===== config.mk =====
export PLATFORM = sky130hd
export DESIGN_NAME = sd_spi
export DESIGN_NICKNAME = d
export VERILOG_FILES = /design/src/rtl/sd_pkg.sv /design/src/rtl/sd_spi_clkdiv.sv /design/src/rtl/sd_spi.sv
export SDC_FILE = /design/constraint.sdc
export NUM_CORES = 1
export LEC_CHECK = 0
export CORE_MARGIN = 2
export CORE_UTILIZATION = 55
export CTS_CLUSTER_DIAMETER = 30
export DETAILED_ROUTE_END_ITERATION = 8
export PLACE_DENSITY = 0.85
export SLEW_MARGIN = 40
export SYNTH_ARGS = -nofsm -noshare
export SYNTH_HDL_FRONTEND = slang
export SYNTH_SLANG_ARGS = --single-unit

===== constraint.sdc =====
create_clock -name clock -period 3 [get_ports clock]
set_input_delay 0.6 -clock clock [delete_from_list [all_inputs] [get_ports clock]]
set_output_delay 0.6 -clock clock [all_outputs]
set_load 0.05 [all_outputs]

===== src/rtl/sd_pkg.sv =====
// Shared definitions for the SD-card SPI engine and its port map.
// Holds the command codes written through the port map, the engine's state
// encoding and the fixed card-init clock count.
package sd_pkg;

  // Command codes carried on sd_cmd.
  localparam logic [1:0] SD_CMD_INIT  = 2'd0;
  localparam logic [1:0] SD_CMD_XFER  = 2'd1;
  localparam logic [1:0] SD_CMD_SEL   = 2'd2;
  localparam logic [1:0] SD_CMD_DESEL = 2'd3;

  // Number of full SCK periods sent with CS high to wake the card.
  localparam int unsigned INIT_CLOCKS = 80;

  typedef enum logic [1:0] {
    StIdle = 2'd0,
    StInit = 2'd1,
    StXfer = 2'd2
  } sd_state_e;

endpackage


===== src/rtl/sd_spi_clkdiv.sv =====
// SCK half-period tick generator for sd_spi.
// Ports:
//   clock, reset_n : system clock, synchronous active-low reset
//   enable         : count while high (engine busy)
//   restart        : zero the counter (command accepted)
//   tick           : one-cycle pulse every CLKDIV enabled cycles
module sd_spi_clkdiv #(
  parameter int unsigned CLKDIV = 4
) (
  input  logic clock,
  input  logic reset_n,
  input  logic enable,
  input  logic restart,
  output logic tick
);

  localparam logic [7:0] Last = 8'(CLKDIV - 1);

  logic [7:0] count;

  always_ff @(posedge clock) begin
    if (!reset_n) begin
      count <= 8'd0;
    end else if (restart) begin
      count <= 8'd0;
    end else if (enable) begin
      count <= (count == Last) ? 8'd0 : count + 8'd1;
    end
  end

  assign tick = enable && !restart && (count == Last);

endmodule


===== src/rtl/sd_spi.sv =====
// SD-card SPI master (mode 0) driven by single-cycle command strobes.
// Commands: INIT (80 SCK periods with CS high, MOSI high), XFER (one byte,
// MSB first, full duplex), SEL / DESEL (drive chip select).
// Ports:
//   clock, reset_n        : system clock, synchronous active-low reset
//   sd_signal, sd_cmd     : command strobe and code
//   sd_out                : byte to send on XFER
//   sd_din                : last byte received
//   sd_busy               : INIT or XFER in progress
//   sd_timeout            : card left selected and idle too long (sticky)
//   spi_cs_n, spi_sck, spi_mosi, spi_miso : SPI pins
module sd_spi
  import sd_pkg::*;
#(
  parameter int unsigned CLKDIV      = 4,
  parameter int unsigned TIMEOUT_CYC = 25000000
) (
  input  logic       clock,
  input  logic       reset_n,
  input  logic       sd_signal,
  input  logic [1:0] sd_cmd,
  input  logic [7:0] sd_out,
  output logic [7:0] sd_din,
  output logic       sd_busy,
  output logic       sd_timeout,
  output logic       spi_cs_n,
  output logic       spi_sck,
  output logic       spi_mosi,
  input  logic       spi_miso
);

  localparam logic [31:0] TimeoutMax = 32'(TIMEOUT_CYC);
  localparam logic [6:0]  InitLast   = 7'(INIT_CLOCKS - 1);
  localparam logic [6:0]  XferLast   = 7'd7;

  sd_state_e  state;
  logic [6:0] bit_cnt;
  logic [7:0] tx_shift;
  logic [7:0] rx_shift;
  logic [31:0] to_cnt;
  logic [32:0] to_next;
  logic       accept;
  logic       tick;

  assign accept  = sd_signal && (state == StIdle);
  assign sd_busy = (state != StIdle);
  assign to_next = {1'b0, to_cnt} + 33'd1;

  sd_spi_clkdiv #(
    .CLKDIV(CLKDIV)
  ) u_clkdiv (
    .clock  (clock),
    .reset_n(reset_n),
    .enable (sd_busy),
    .restart(accept),
    .tick   (tick)
  );

  always_ff @(posedge clock) begin
    if (!reset_n) begin
      state      <= StIdle;
      spi_cs_n   <= 1'b1;
      spi_sck    <= 1'b0;
      spi_mosi   <= 1'b1;
      sd_din     <= 8'hFF;
      sd_timeout <= 1'b0;
      to_cnt     <= 32'd0;
      bit_cnt    <= 7'd0;
      tx_shift   <= 8'd0;
      rx_shift   <= 8'd0;
    end else begin
      // Idle-while-selected watchdog; any accepted command rearms it.
      if (accept) begin
        to_cnt     <= 32'd0;
        sd_timeout <= 1'b0;
      end else if (state == StIdle && !spi_cs_n) begin
        if (to_cnt < TimeoutMax) to_cnt <= to_next[31:0];
        if (to_next >= {1'b0, TimeoutMax}) sd_timeout <= 1'b1;
      end

      unique case (state)
        StIdle: begin
          if (sd_signal) begin
            case (sd_cmd)
              SD_CMD_INIT: begin
                state    <= StInit;
                spi_cs_n <= 1'b1;
                spi_mosi <= 1'b1;
                spi_sck  <= 1'b0;
                bit_cnt  <= 7'd0;
              end
              SD_CMD_XFER: begin
                state    <= StXfer;
                spi_mosi <= sd_out[7];
                tx_shift <= {sd_out[6:0], 1'b0};
                spi_sck  <= 1'b0;
                bit_cnt  <= 7'd0;
              end
              SD_CMD_SEL:   spi_cs_n <= 1'b0;
              SD_CMD_DESEL: spi_cs_n <= 1'b1;
              default:      spi_cs_n <= spi_cs_n;
            endcase
          end
        end

        StInit: begin
          if (tick) begin
            if (!spi_sck) begin
              spi_sck <= 1'b1;
            end else begin
              spi_sck <= 1'b0;
              if (bit_cnt == InitLast) state <= StIdle;
              else bit_cnt <= bit_cnt + 7'd1;
            end
          end
        end

        StXfer: begin
          if (tick) begin
            if (!spi_sck) begin
              // Rising SCK: card data is stable, sample it.
              spi_sck  <= 1'b1;
              rx_shift <= {rx_shift[6:0], spi_miso};
            end else begin
              // Falling SCK: present the next bit, or finish the byte.
              spi_sck <= 1'b0;
              if (bit_cnt == XferLast) begin
                state    <= StIdle;
                sd_din   <= rx_shift;
                spi_mosi <= 1'b1;
              end else begin
                bit_cnt  <= bit_cnt + 7'd1;
                spi_mosi <= tx_shift[7];
                tx_shift <= {tx_shift[6:0], 1'b0};
              end
            end
          end
        end

        default: state <= StIdle;
      endcase
    end
  end

endmodule


# ---- After elaboration in Yosys (flattened, before gate mapping)
# Index checks and enable logic that the tools add are counted.
dict set report totals {
  ff_bits 77
}
dict set report classes {
  n_addsub 3
  order_cmp 2
  eq_ne 21
  n_mux 37
  bitwise_logic 2
  n_reduce_logical 27
}
# cell n
set ops {}
lappend ops {{two-way mux 7 bit} 8}
lappend ops {{two-way mux 8 bit} 6}
lappend ops {{adder 32 x 1 -> 33 bit, second input constant} 1}
lappend ops {{greater-or-equal comparator 33 x 25 -> 1 bit, second input constant} 1}
lappend ops {{less-than comparator 32 x 25 -> 1 bit, second input constant} 1}
lappend ops {{case mux 7 bit (3 select lines)} 1}
lappend ops {{inequality test 2 bit, second input constant} 10}
lappend ops {{case mux 8 bit (2 select lines)} 1}
lappend ops {{two-way mux 2 bit} 7}
lappend ops {{AND reduction 9 bit} 1}
lappend ops {{adder 8 x 1 -> 8 bit, second input constant} 1}
lappend ops {{equality test 8 x 2 -> 1 bit, second input constant} 1}
lappend ops {{two-way mux 1 bit} 8}
lappend ops {{case mux 1 bit (2 select lines)} 4}
lappend ops {{AND reduction 4 bit} 2}
lappend ops {{AND reduction 8 bit} 1}
lappend ops {{nonzero test 2 bit} 4}
lappend ops {{OR reduction 2 bit} 4}
lappend ops {{adder 7 x 1 -> 7 bit, second input constant} 1}
lappend ops {{equality test 7 x 3 -> 1 bit, second input constant} 1}
lappend ops {{equality test 7 bit, second input constant} 1}
lappend ops {{equality test 2 bit, second input constant} 3}
lappend ops {{case mux 2 bit (3 select lines)} 1}
lappend ops {{AND reduction 3 bit} 2}
lappend ops {{other kinds (12)} 21}

# ---- Depth between registers and ports, before layout
dict set report depth {
  depth_word 7
  depth_mapped 11
  mapped_depth_nobuf 9
}

# ---- Cells and area by module
# Synthesis repeated with hierarchy kept, for this count alone.
dict set report hier_totals {
  cells_unflattened 483
  area_unflattened_um2 4030.1
}
# module n_inst cells_per_inst area_per_inst_um2 seq_area_each_um2
set by_module_without_submodules {}
lappend by_module_without_submodules {sd_spi 1 441 3639.7 1361.3}
lappend by_module_without_submodules {sd_spi_clkdiv 1 42 390.4 160.2}

# ---- Least setup slack after synthesis
# OpenSTA, ideal clock, no wires.
dict set report synth_timing {
  kind {flip-flop to flip-flop}
  from {register state[0]}
  to {register bit_cnt[0]}
  setup_time_ns 0.130
  t_arrival_ns 2.259
  t_required_ns 2.870
  slack_ns 0.611
  path_stages_with_launch 10
  n_path_buf 1
  synth_period_minus_slack_ns 2.389
  cell_sequence {dfxtp_1 > inv_1 > ha_1 > buf_2 > inv_1 > nor2_1 > nor4_4 > inv_1 > o21ai_1 > nor2_1}
}
dict set report synth_between {
  word_cells_on_any_way 19
}
# element line
set synth_rtl {}
lappend synth_rtl {{start, declared} sd_spi.sv:36} ;# sd_state_e state;
lappend synth_rtl {{start signal, assigned} sd_spi.sv:61} ;# state <= StIdle;
lappend synth_rtl {{start signal, assigned} sd_spi.sv:86} ;# state <= StInit;
lappend synth_rtl {{start signal, assigned} sd_spi.sv:93} ;# state <= StXfer;
lappend synth_rtl {{nonzero test 2 bit (*)} sd_spi.sv:46} ;# assign sd_busy = (state != StIdle);
lappend synth_rtl {{via sd_busy} sd_spi.sv:24} ;# output logic sd_busy,
lappend synth_rtl {{logical AND 1 bit (*) (2 in a row)} sd_spi_clkdiv.sv:31} ;# assign tick = enable && !restart && (count == Last);
lappend synth_rtl {{inequality test 2 bit (no line)} --}
lappend synth_rtl {{AND reduction 9 bit (no line) (*)} --}
lappend synth_rtl {{end signal, assigned} sd_spi.sv:113} ;# else bit_cnt <= bit_cnt + 7'd1;
lappend synth_rtl {{end signal, assigned} sd_spi.sv:132} ;# bit_cnt <= bit_cnt + 7'd1;
lappend synth_rtl {{end, declared} sd_spi.sv:37} ;# logic [6:0] bit_cnt;
# Mark *: on every way through the listed nets, which the timed path passes. The rest lies on a longest branch.
# A chain may end at the register's enable or synchronous reset.

# ---- Worst setup path in the final report
dict set report layout_timing {
  from {register state[0]}
  to {output sd_busy}
}
dict set report layout_between {
  elab_chain_cells 1
}
# element line
set layout_lines {}
lappend layout_lines {{nonzero test 2 bit} sd_spi.sv:46}
lappend layout_lines {{end, declared} sd_spi.sv:24}
# No other way between the ends.

==> results.rst <==
.. list-table::
   :header-rows: 1

   * - Metric
     - Value
   * - Final Max Slew Viols
     - 0
   * - Classification of the worst setup path
     - register to output pin
   * - Leakage
     - 1.74 nW
   * - Proportion of synthesized chip area in sequential cells
     - 0.383
   * - Power Dens Cells
     - 510 nW/um2
   * - Average routed wire per standard cell
     - 14.6 um
   * - RSZ-0062 raised after global routing
     - no
   * - Clock H-tree levels
     - 3
   * - Final number of hold-violating endpoints
     - 0
   * - Via count of the first global-routing pass
     - 3161
   * - Boundary pin count
     - 27
   * - Maximum number of pins on one net before global-route repair
     - 36
   * - Register area
     - 1520 um2
   * - Run status
     - completed
   * - Initial core utilization
     - 0.575
   * - Number of antenna violations at the first check in global routing
     - 0
   * - Overall die height
     - 89.0 um
   * - Buffer count from post-CTS setup fixing
     - 0
   * - Final setup violation count
     - 0
   * - Area inside the core boundary
     - 6910 um2
   * - Synth warn
     - 0
   * - Buffer type at the clock tree root
     - sky130_fd_sc_hd__clkbuf_8
   * - Highest Clock Rate
     - 0.353 GHz
   * - Data arrival, critical path
     - 2230 ps
   * - Fin worst setup slack
     - 168 ps
   * - Cell occurring most often along the worst timing path
     - sky130_fd_sc_hd__inv_1
   * - Die ar.
     - 7910 um2
   * - Worst stage delay on the critical path
     - 860 ps
   * - CTS clock-pin slew for the worst setup and hold paths
     - 90 ps
   * - Post-CTS sizing
     - 0
   * - CTS tree
     - yes
   * - Total of flip-flops plus latches after synthesis
     - 76
   * - Setup Total Neg Slack
     - 0 ps
   * - Final wirelength
     - 8.51 mm
   * - Actual transition at the worst max-transition pin
     - 770 ps
   * - Layout Area Growth over Synthesis
     - 14.0%
   * - Average cell area after synthesis
     - 8.50 um2
   * - Yosys cell types
     - 49
   * - Diodes inserted
     - 0
   * - Half-perimeter wire length of the detailed placement result
     - 5.83 mm
   * - Residual antenna-violating net count after detailed routing
     - 0
   * - Most common cell after layout, fill and taps aside
     - sky130_fd_sc_hd__dfxtp_1
   * - Hold buffers post-CTS
     - 0
   * - Cell breakdown of the critical path
     - inv_1 > ha_1 > inv_1 > clkdlybuf4s50_1
   * - Count of buffers inserted at the top-level ports
     - 26
   * - Count of filler cells inserted in the layout
     - 567
   * - IR drop worst, VDD
     - 280 uV
   * - Slowest stage cell on the critical path
     - sky130_fd_sc_hd__clkdlybuf4s50_1
   * - Count of flip-flops with a built-in enable after synthesis
     - 0
   * - Slew Limit Headroom
     - 0.487
   * - Ratio of cells with drive above 1 in the final layout
     - 0.0717
   * - Top flip-flop cell by instance count after synthesis
     - sky130_fd_sc_hd__dfxtp_1
   * - Worst slack on hold paths
     - 482 ps
   * - Share of the clock period used by the worst path after layout
     - 0.944
   * - Row count
     - 30
   * - Area of the mapped netlist
     - 3970 um2
   * - Gr usage total
     - 0.226
   * - Min-Delay Path Class
     - register to register
   * - Worst-path fanout max
     - 10
   * - Required time reported for the critical path endpoint
     - 2400 ps
   * - Footprint of the multi-input gates
     - 2300 um2
   * - Number of violations of the max-capacitance limit
     - 0
   * - Fin crit period
     - 2830 ps
   * - Number of design-rule violations left by the first detailed-router iteration
     - 188
   * - Detailed-route via count
     - 3425
   * - Clock buffers created by TritonCTS
     - 9
   * - Kind of end point of the critical path
     - output pin
   * - Instance count of the mapped netlist
     - 467
   * - Wire length of the first global-routing pass
     - 14.2 mm
   * - Startpoint type of the worst setup path
     - register
   * - Post-route DRC
     - 0
   * - Pre-CTS setup slack
     - 112 ps
   * - Routability cong.
     - 0.859
   * - Detailed Routing Iterations Pass 1
     - 6
   * - Most used cells in the layout excluding fill and tap cells
     - sky130_fd_sc_hd__dfxtp_1 (76), sky130_fd_sc_hd__nor2_1 (56), sky130_fd_sc_hd__nand2_1 (41), sky130_fd_sc_hd__xnor2_1 (30)
   * - Clock latency on the worst-skew pair
     - 350 ps
   * - Buffer depth of the longest clock path
     - 2
   * - Number of sinks on the clock net
     - 76
   * - Worst clock skew
     - 9.96 ps
   * - Synthesized Nets
     - 489
   * - Total overflow reported by the global router
     - 0
   * - Nets
     - 505
   * - Die X
     - 89.0 um
   * - Via density per instance
     - 5.86
   * - Share of async-settable or async-resettable flops after synthesis
     - 0
[worst max-delay path: cells and delay by family (launching register included)]
kind                     cells  cell delay (ps)
buffers and inverters        3             1190
flip-flops                   1              360
adder cells (fa/ha/maj)      1              340
[power breakdown]
group          leakage, nW  switching, mW  total (mW)  internal (mW)
logic                 1.01          0.224       0.354          0.130
registers            0.614         0.0246        1.06           1.04
clock network        0.116          0.407       0.890          0.483
[registers in the layout (all words and copies together) (netlist names)]
name            count
spi_sck             1
state               2
tx_shift            7
sd_din              8
rx_shift            8
sd_timeout          1
bit_cnt             7
spi_mosi            1
spi_cs_n            1
u_clkdiv.count      8
to_cnt             32
[kinds of logic (layout without fill, tap and decap cells)]
family                   after synthesis  after routing  synth area share
multiplexers                          26             26            0.0656
buffers and inverters                 38             59            0.0375
flip-flops                            76             76             0.383
XOR/XNOR                              48             48             0.106
AND/OR/NAND/NOR                      221            221             0.295
AO/OA/AOI/OAI                         50             50            0.0879
adder cells (fa/ha/maj)                8              8            0.0252
[final timing paths]
kind | from | slack [ps] | endpoint | cells past startpoint
worst max-delay path | state[0] | 170 | sd_busy | 4
worst min-delay path | sd_din[0] | 480 | sd_din[0] | 2
worst max register to register | state[0] | 340 | bit_cnt[2] | 9
worst min register to register | sd_din[0] | 480 | sd_din[0] | 2
[cell usage after synthesis (2+ instances only)]
cell / n / share of area
sky130_fd_sc_hd__nand2b_1: 2 / 0.0032
sky130_fd_sc_hd__a211oi_1: 2 / 0.0038
sky130_fd_sc_hd__dfxtp_1: 76 / 0.38
sky130_fd_sc_hd__nand4_1: 18 / 0.028
sky130_fd_sc_hd__nor3_1: 20 / 0.025
sky130_fd_sc_hd__and4_1: 2 / 0.0044
sky130_fd_sc_hd__xor2_1: 18 / 0.040
sky130_fd_sc_hd__or4_1: 3 / 0.0057
sky130_fd_sc_hd__o21a_1: 2 / 0.0038
sky130_fd_sc_hd__nor4_4: 2 / 0.011
sky130_fd_sc_hd__or2_2: 4 / 0.0063
sky130_fd_sc_hd__or3_1: 2 / 0.0032
sky130_fd_sc_hd__nand3_1: 19 / 0.024
sky130_fd_sc_hd__nor2_1: 56 / 0.053
sky130_fd_sc_hd__nor3_2: 2 / 0.0050
sky130_fd_sc_hd__o211ai_1: 3 / 0.0057
sky130_fd_sc_hd__a21oi_1: 10 / 0.013
sky130_fd_sc_hd__nand3b_1: 2 / 0.0038
sky130_fd_sc_hd__a21boi_0: 4 / 0.0076
sky130_fd_sc_hd__ha_1: 8 / 0.025
sky130_fd_sc_hd__o22ai_1: 2 / 0.0032
sky130_fd_sc_hd__nor4_1: 10 / 0.016
sky130_fd_sc_hd__nor3b_1: 6 / 0.011
sky130_fd_sc_hd__nor2b_1: 9 / 0.014
sky130_fd_sc_hd__inv_1: 10 / 0.0095
sky130_fd_sc_hd__clkbuf_1: 22 / 0.021
sky130_fd_sc_hd__a31oi_1: 3 / 0.0047
sky130_fd_sc_hd__nand2_1: 41 / 0.039
sky130_fd_sc_hd__and3_1: 19 / 0.030
sky130_fd_sc_hd__mux2i_1: 26 / 0.066
sky130_fd_sc_hd__o21ai_0: 9 / 0.011
sky130_fd_sc_hd__o211a_1: 6 / 0.015
sky130_fd_sc_hd__buf_2: 4 / 0.0050
sky130_fd_sc_hd__xnor2_1: 30 / 0.066
[per-layer routing]
metal  wire [um]  track usage
met3         379       0.0443
met5           0            0
met2        4150        0.377
met4         169       0.0828
met1        3810        0.292
[cell type report]
type	count	share of cell area
inverter	10	0.00830
clock buffer	9	0.0274
sequential	76	0.336
clock inverter	7	0.0230
tap	96	0.0265
multi-input combinational	353	0.509
timing repair buffer	33	0.0691
[metrics by stage]
step	cells	util	area (um2)	power, mW
2_1_floorplan	467	-	3970	1.33
3_3_place_gp	568	0.622	4300	1.42
3_5_place_dp	568	0.622	4300	1.44
4_1_cts	584	0.655	4520	2.32
5_1_grt	584	0.655	4520	2.40
6_report	584	0.655	4520	2.31
Note: power is estimated with default switching activity, not from simulation.
